`src/rtl/knn_vote_pkg.sv`:
```
// knn_vote_pkg
//   Shared definitions for the KNN voting block: FSM state encodings and a
//   width helper used to size index registers.
//   No ports (package).
package knn_vote_pkg;

  // FSM state encodings kept as plain constants so older blocks on the
  // sorter side can share the same numeric values.
  localparam logic [1:0] ST_IDLE  = 2'd0;
  localparam logic [1:0] ST_COUNT = 2'd1;
  localparam logic [1:0] ST_SCAN  = 2'd2;
  localparam logic [1:0] ST_DONE  = 2'd3;

  // Bits needed to hold an index in 0..value-1, never less than one bit.
  function automatic int clog2Min1(input int value);
    return (value <= 2) ? 1 : $clog2(value);
  endfunction

endpackage

```
`src/rtl/knn_class_counter.sv`:
```
// knn_class_counter
//   Bank of NCLASS {vote count, first index} pairs used while tallying the
//   K nearest neighbours. "first" holds the neighbour index at which the
//   class received its first vote, which the voter uses for tie-breaking.
// Ports
//   clk          in   clock, rising edge
//   rst          in   synchronous active-high reset (clears the bank)
//   clear_i      in   clear every count and first index
//   inc_i        in   add one vote to class inc_class_i
//   inc_class_i  in   class receiving the vote
//   inc_idx_i    in   neighbour index of this vote
//   rd_class_i   in   class to read back
//   rd_cnt_o     out  vote count of rd_class_i
//   rd_first_o   out  first-vote index of rd_class_i
module knn_class_counter
  import knn_vote_pkg::*;
#(
  parameter int TYPE_W = 3,
  parameter int CW     = 3,
  parameter int FW     = 3
) (
  input  logic              clk,
  input  logic              rst,
  input  logic              clear_i,
  input  logic              inc_i,
  input  logic [TYPE_W-1:0] inc_class_i,
  input  logic [FW-1:0]     inc_idx_i,
  input  logic [TYPE_W-1:0] rd_class_i,
  output logic [CW-1:0]     rd_cnt_o,
  output logic [FW-1:0]     rd_first_o
);

  localparam int NCLASS = 1 << TYPE_W;

  logic [CW-1:0] cnt_q   [NCLASS];
  logic [FW-1:0] first_q [NCLASS];

  // Counts can never exceed K, so CW bits never wrap. The first index is
  // written only on the 0 -> 1 transition of a class count.
  always_ff @(posedge clk) begin
    if (rst || clear_i) begin
      for (int i = 0; i < NCLASS; i++) begin
        cnt_q[i]   <= '0;
        first_q[i] <= '0;
      end
    end else if (inc_i) begin
      cnt_q[inc_class_i] <= cnt_q[inc_class_i] + 1'b1;
      if (cnt_q[inc_class_i] == '0) begin
        first_q[inc_class_i] <= inc_idx_i;
      end
    end
  end

  assign rd_cnt_o   = cnt_q[rd_class_i];
  assign rd_first_o = first_q[rd_class_i];

endmodule

```
`src/rtl/knn_vote.sv`:
```
// knn_vote
//   Takes one ascending-distance vector of 2^L {distance, class} pairs from
//   the sorter, tallies the classes of the K nearest entries one per cycle,
//   scans all classes for the majority (ties go to the class owning the
//   nearest neighbour) and reports the winner, its votes and the nearest
//   distance.
// Ports
//   clk          in   clock, rising edge
//   rst          in   synchronous active-high reset
//   in_valid     in   sorted vector present
//   in           in   W*2^L distances, slice 0 = nearest
//   in_type      in   TYPE_W*2^L class labels, same slice order
//   in_ready     out  vector can be accepted this cycle
//   out_valid    out  one-cycle pulse, result fields valid
//   out_class    out  winning class
//   out_votes    out  votes of the winning class
//   out_nearest  out  slice-0 distance of the voted vector
//   drop_err     out  sticky: a vector arrived while busy
module knn_vote
  import knn_vote_pkg::*;
#(
  parameter int L      = 4,
  parameter int W      = 16,
  parameter int TYPE_W = 3,
  parameter int K      = 5
) (
  input  logic                       clk,
  input  logic                       rst,
  input  logic                       in_valid,
  input  logic [W*(1<<L)-1:0]        in,
  input  logic [TYPE_W*(1<<L)-1:0]   in_type,
  output logic                       in_ready,
  output logic                       out_valid,
  output logic [TYPE_W-1:0]          out_class,
  output logic [$clog2(K+1)-1:0]     out_votes,
  output logic [W-1:0]               out_nearest,
  output logic                       drop_err
);

  localparam int NENT   = 1 << L;
  localparam int NCLASS = 1 << TYPE_W;
  localparam int CW     = $clog2(K + 1);
  localparam int FW     = clog2Min1(K);

  generate
    if (K < 1 || K > NENT) begin : gBadK
      $error("knn_vote: K must lie in 1..2^L");
    end
  endgenerate

  // Only the K nearest labels and the slice-0 distance are ever consumed.
  generate
    if (K < NENT) begin : gUnusedTypes
      logic unusedTypes;
      assign unusedTypes = ^in_type[NENT*TYPE_W-1:K*TYPE_W];
    end
    if (NENT > 1) begin : gUnusedDist
      logic unusedDist;
      assign unusedDist = ^in[NENT*W-1:W];
    end
  endgenerate

  logic [1:0]        state_q, state_d;
  logic [FW-1:0]     idx_q, idx_d;
  logic [TYPE_W-1:0] c_q, c_d;
  logic [TYPE_W-1:0] types_q [K];
  logic [TYPE_W-1:0] types_d [K];
  logic [W-1:0]      dist0_q, dist0_d;
  logic [CW-1:0]     bestCnt_q, bestCnt_d;
  logic [FW-1:0]     bestFirst_q, bestFirst_d;
  logic [TYPE_W-1:0] bestClass_q, bestClass_d;
  logic [TYPE_W-1:0] outClass_q, outClass_d;
  logic [CW-1:0]     outVotes_q, outVotes_d;
  logic [W-1:0]      outNearest_q, outNearest_d;
  logic              dropErr_q, dropErr_d;

  logic              accept;
  logic              cntClear;
  logic              cntInc;
  logic [CW-1:0]     rdCnt;
  logic [FW-1:0]     rdFirst;
  logic              replace;

  assign in_ready = (state_q == ST_IDLE) || (state_q == ST_DONE);
  assign accept   = in_valid && in_ready;

  knn_class_counter #(
    .TYPE_W (TYPE_W),
    .CW     (CW),
    .FW     (FW)
  ) uCounter (
    .clk         (clk),
    .rst         (rst),
    .clear_i     (cntClear),
    .inc_i       (cntInc),
    .inc_class_i (types_q[idx_q]),
    .inc_idx_i   (idx_q),
    .rd_class_i  (c_q),
    .rd_cnt_o    (rdCnt),
    .rd_first_o  (rdFirst)
  );

  // A class takes the lead on strictly more votes, or on equal votes when
  // its first vote came from a nearer neighbour. With bestCnt cleared to 0
  // the first voted class always takes the lead.
  assign replace = (rdCnt != '0) &&
                   ((rdCnt > bestCnt_q) ||
                    ((rdCnt == bestCnt_q) && (rdFirst < bestFirst_q)));

  // Next-state logic. Accepting is only possible in IDLE and DONE, so the
  // capture path is shared; a DONE-cycle accept starts the next vote while
  // the current result is still being presented.
  always_comb begin
    state_d      = state_q;
    idx_d        = idx_q;
    c_d          = c_q;
    types_d      = types_q;
    dist0_d      = dist0_q;
    bestCnt_d    = bestCnt_q;
    bestFirst_d  = bestFirst_q;
    bestClass_d  = bestClass_q;
    outClass_d   = outClass_q;
    outVotes_d   = outVotes_q;
    outNearest_d = outNearest_q;
    dropErr_d    = dropErr_q | (in_valid & ~in_ready);
    cntClear     = 1'b0;
    cntInc       = 1'b0;

    if (accept) begin
      for (int i = 0; i < K; i++) begin
        types_d[i] = in_type[i*TYPE_W +: TYPE_W];
      end
      dist0_d  = in[W-1:0];
      cntClear = 1'b1;
      idx_d    = '0;
    end

    case (state_q)
      ST_IDLE: begin
        if (accept) state_d = ST_COUNT;
      end
      ST_COUNT: begin
        cntInc = 1'b1;
        if (idx_q == FW'(K - 1)) begin
          state_d     = ST_SCAN;
          c_d         = '0;
          bestCnt_d   = '0;
          bestFirst_d = '0;
          bestClass_d = '0;
        end else begin
          idx_d = idx_q + 1'b1;
        end
      end
      ST_SCAN: begin
        if (replace) begin
          bestCnt_d   = rdCnt;
          bestFirst_d = rdFirst;
          bestClass_d = c_q;
        end
        if (c_q == TYPE_W'(NCLASS - 1)) begin
          state_d      = ST_DONE;
          outClass_d   = bestClass_d;
          outVotes_d   = bestCnt_d;
          outNearest_d = dist0_q;
        end else begin
          c_d = c_q + 1'b1;
        end
      end
      default: begin
        state_d = accept ? ST_COUNT : ST_IDLE;
      end
    endcase
  end

  // State registers; reset abandons any vote in flight.
  always_ff @(posedge clk) begin
    if (rst) begin
      state_q      <= ST_IDLE;
      idx_q        <= '0;
      c_q          <= '0;
      for (int i = 0; i < K; i++) types_q[i] <= '0;
      dist0_q      <= '0;
      bestCnt_q    <= '0;
      bestFirst_q  <= '0;
      bestClass_q  <= '0;
      outClass_q   <= '0;
      outVotes_q   <= '0;
      outNearest_q <= '0;
      dropErr_q    <= 1'b0;
    end else begin
      state_q      <= state_d;
      idx_q        <= idx_d;
      c_q          <= c_d;
      types_q      <= types_d;
      dist0_q      <= dist0_d;
      bestCnt_q    <= bestCnt_d;
      bestFirst_q  <= bestFirst_d;
      bestClass_q  <= bestClass_d;
      outClass_q   <= outClass_d;
      outVotes_q   <= outVotes_d;
      outNearest_q <= outNearest_d;
      dropErr_q    <= dropErr_d;
    end
  end

  assign out_valid   = (state_q == ST_DONE);
  assign out_class   = outClass_q;
  assign out_votes   = outVotes_q;
  assign out_nearest = outNearest_q;
  assign drop_err    = dropErr_q;

endmodule

```
`config.mk`:
```
export PLATFORM = sky130hd
export DESIGN_NAME = knn_vote
export DESIGN_NICKNAME = d
export VERILOG_FILES = /design/src/rtl/knn_vote_pkg.sv /design/src/rtl/knn_class_counter.sv /design/src/rtl/knn_vote.sv
export SDC_FILE = /design/constraint.sdc
export NUM_CORES = 1
export LEC_CHECK = 0
export CAP_MARGIN = 20
export CORE_AREA = 2 2 127 129
export DETAILED_ROUTE_END_ITERATION = 10
export DIE_AREA = 0 0 129 131
export MAX_ROUTING_LAYER = met4
export PLACE_DENSITY = 0.79
export SYNTH_ARGS = -nofsm -noshare
export SYNTH_HDL_FRONTEND = slang
export SYNTH_SLANG_ARGS = --single-unit
```
`constraint.sdc`:
```
create_clock -name clk -period 7.7 [get_ports clk]
set_clock_uncertainty 0.1 [all_clocks]
set_input_delay 0.77 -clock clk [delete_from_list [all_inputs] [get_ports clk]]
set_output_delay 0.77 -clock clk [all_outputs]
set_load 0.005 [all_outputs]
```
==> results.yml <==
outcome:
  outcome: "complete, no violations"
detailed_routing:
  drc: 0
  postRouteAntennaNets: 0
  vias: 4687
  drtIter0Drc: 515
  post_drt_wl_per_cell_um: 16.9
  wirelength_mm: 14.7
  via_per_inst: 5.37
  firstDrtPassIters: 5
worst_setup_path:
  cpPeakStageDelay_ns: 0.64
  worstPathArrival_ns: 4.05
  end_kind: "flip-flop"
  path_class: "flip-flop to flip-flop"
  cp_data_required_time_ns: 7.64
  crit_chain: "nor2b_1 -> a22oi_1 -> o22ai_2 -> mux4_2 -> nand2_1 -> and2_1 -> ha_1 -> nand3_1 -> o31ai_1"
  slowest_stage: "o22ai_2"
  cp-start-kind: "flip-flop"
  cp_max_fo: 16
grt:
  grt_pass1_vias: 4564
  grtUsageTotal_pct: 18.9
  antenna_found_initial: 0
  grt_start_max_net_pins: 73
  overflow: 0
  grt_pass1_wl_mm: 23.8
cells_and_area:
  syn_to_final_growth_pct: 23.5
  regArea_mm2: 0.00292
  fill_cells: 1402
  antenna_cells: 0
  layout_commonest_cell: "nand2_1"
  multiInputGateArea_mm2: 0.00262
  drive_above_1_share_pct: 8.07
  num-nets-final: 966
  final_core_util_pct: 45.8
  final_cell_mix: "123 x nand2_1, 74 x dfxtp_1, 61 x a21oi_1, 57 x clkdlybuf4s50_1, 48 x edfxtp_1"
clock_tree:
  cts-htree-levels: 4
  clk_pin_slew_ns: 0.05
  clock-sinks: 122
  insertion_delay_ns: 0.41
  clock_path_buffers: 2
  cts_resized: 0
  hold_buffers: 0
  cts_tree: "built"
  root_buffer: "clkbuf_16"
  post_cts_buffers: 0
  numCtsBuffers: 17
hold_path:
  hp-class: "flip-flop to flip-flop"
logic_synthesis:
  async_flop_share_pct: 0
  synth_edf_count: 48
  synth_seq_cells: 122
  synth_nets: 923
  syn_area_mm2: 0.00578
  syn_inst: 601
  ys_seq_area_share_pct: 50.6
  synth_warnings: 0
  syn_avg_cell_area_um2: 9.62
  ys_types: 50
  yosys_most_used_dff: "dfxtp_1"
placed_design:
  place_congestion: 0.939
  place_ws_ns: 3.54
  port_buffers: 58
  hpwlAfterDp_mm: 9.90
sta:
  min_period_ns: 4.11
  setup_slack_ns: 3.59
  setup_violations: 0
  min_period_over_period_pct: 53.4
  max_slew_margin_pct: 43.1
  fmax_ghz: 0.243
  tightest_slew_ns: 0.850
  finalHoldViolCount: 0
  drv_slew: 0
  rsz0062_at_grt: "false"
  fin_setup_tns_ns: 0
die:
  die_x_um: 129
  ios: 332
  die_y_um: 131
  core_mm2: 0.0156
  initial_core_util_pct: 37.1
  rows: 46
  die_area_mm2: 0.0169
run:
  drv_cap: 0
pwr:
  leakage_nw: 2.44
  powerDensity_mw_per_mm2: 330
  peakVddDrop_mv: 0.208
-- layer usage --
metal	share of wire [%]	track usage (%)	vias up	wire, µm
met5	0	-	-	0
met4	2.6	7.54	0	387
li1	-	-	2251	-
met3	8.8	6.03	41	1300
met1	44	24.0	2194	6550
met2	44	27.9	201	6490
-- through the flow --
| step | cells | cell area (µm²) | hold WS (ns) | total power, W |
|---|---|---|---|---|
| floorplan | 601 | 5780 | 0.332 | 0.00136 |
| global placement | 838 | 6470 | 0.336 | 0.00152 |
| detailed placement | 839 | 6500 | 0.346 | 0.00155 |
| CTS | 871 | 7100 | 0.355 | 0.00236 |
| global route | 873 | 7140 | 0.373 | 0.00247 |
| finish | 873 | 7140 | 0.353 | 0.00236 |
-- worst max-delay path: cells and delay by family (launching register included) --
family          cells  cell delay, ns
flops               1            0.59
compound gates      3            1.40
fa+ha+maj           1            0.27
simple gates        4            0.79
mux                 1            0.59
-- flip-flops by register name, summed over array words and instances, names as in the netlist, named ones only --
register and flops:
uCounter.first_q 24, out_class 3, state_q 2, idx_q 3, bestCnt_q 3, bestFirst_q 3
bestClass_q 3, drop_err 1, types_q 15, out_votes 3, out_nearest 16, dist0_q 16
uCounter.cnt_q 24, c_q 3
-- cell families (layout without fill, tap and decap cells) --
kind of cell | after synthesis | after routing | share of synthesized area (%)
mux | 36 | 36 | 9.61
xor+xnor | 8 | 8 | 1.21
flops | 122 | 122 | 50.6
simple gates | 240 | 240 | 18.6
compound gates | 125 | 125 | 12.6
fa+ha+maj | 15 | 15 | 3.25
buf+inv | 55 | 111 | 4.11
-- synth_stat cells, types with 3 or more instances --
master,instances,area share (%)
mux2_2,7,1.4
inv_1,15,0.97
a211oi_1,3,0.39
a21oi_1,61,5.3
o21ai_1,7,0.61
nand2_1,123,8.0
dfxtp_1,74,26
o21ai_0,16,1.4
o31ai_1,9,1.2
mux4_2,5,1.9
buf_4,3,0.39
mux2i_1,15,2.6
ha_1,15,3.2
and2_1,7,0.76
buf_2,4,0.35
nor2b_1,3,0.32
nand4_1,5,0.54
xnor2_1,8,1.2
a31oi_1,8,0.87
mux4_1,7,3.2
nor2_1,26,1.7
a22oi_1,5,0.65
o22ai_1,3,0.32
nor3_1,32,2.8
edfxtp_1,48,25
clkbuf_1,29,1.9
nand3_1,26,2.3
nor4_1,8,0.87
-- power by group --
| part | switching [W] | internal, W | total, W |
|---|---|---|---|
| combinational | 0.000440 | 0.000253 | 0.000694 |
| clock | 0.000274 | 0.000527 | 0.000801 |
| sequential | 0.0000782 | 0.000783 | 0.000861 |
-- path summary, 6_finish.rpt --
kind,from,endpoint,cells past startpoint,slack (ns)
hold / removal,out_nearest[4],out_nearest[4],2,0.35
hold reg to reg,out_nearest[4],out_nearest[4],2,0.35
setup reg to reg,idx_q[0],uCounter.first_q[6][2],9,3.59
setup / recovery,idx_q[0],uCounter.first_q[6][2],9,3.59
-- area by class of cell --
cell class	count	share of cell area [%]
multi-input cells	424	36.7
clock buffers	28	7.85
flip-flops and latches	122	40.9
clock inverters	4	0.666
repair buffers	64	9.25
inverters	15	0.789
well taps	216	3.79
No activity file was read; power rests on OpenSTA's default activity.
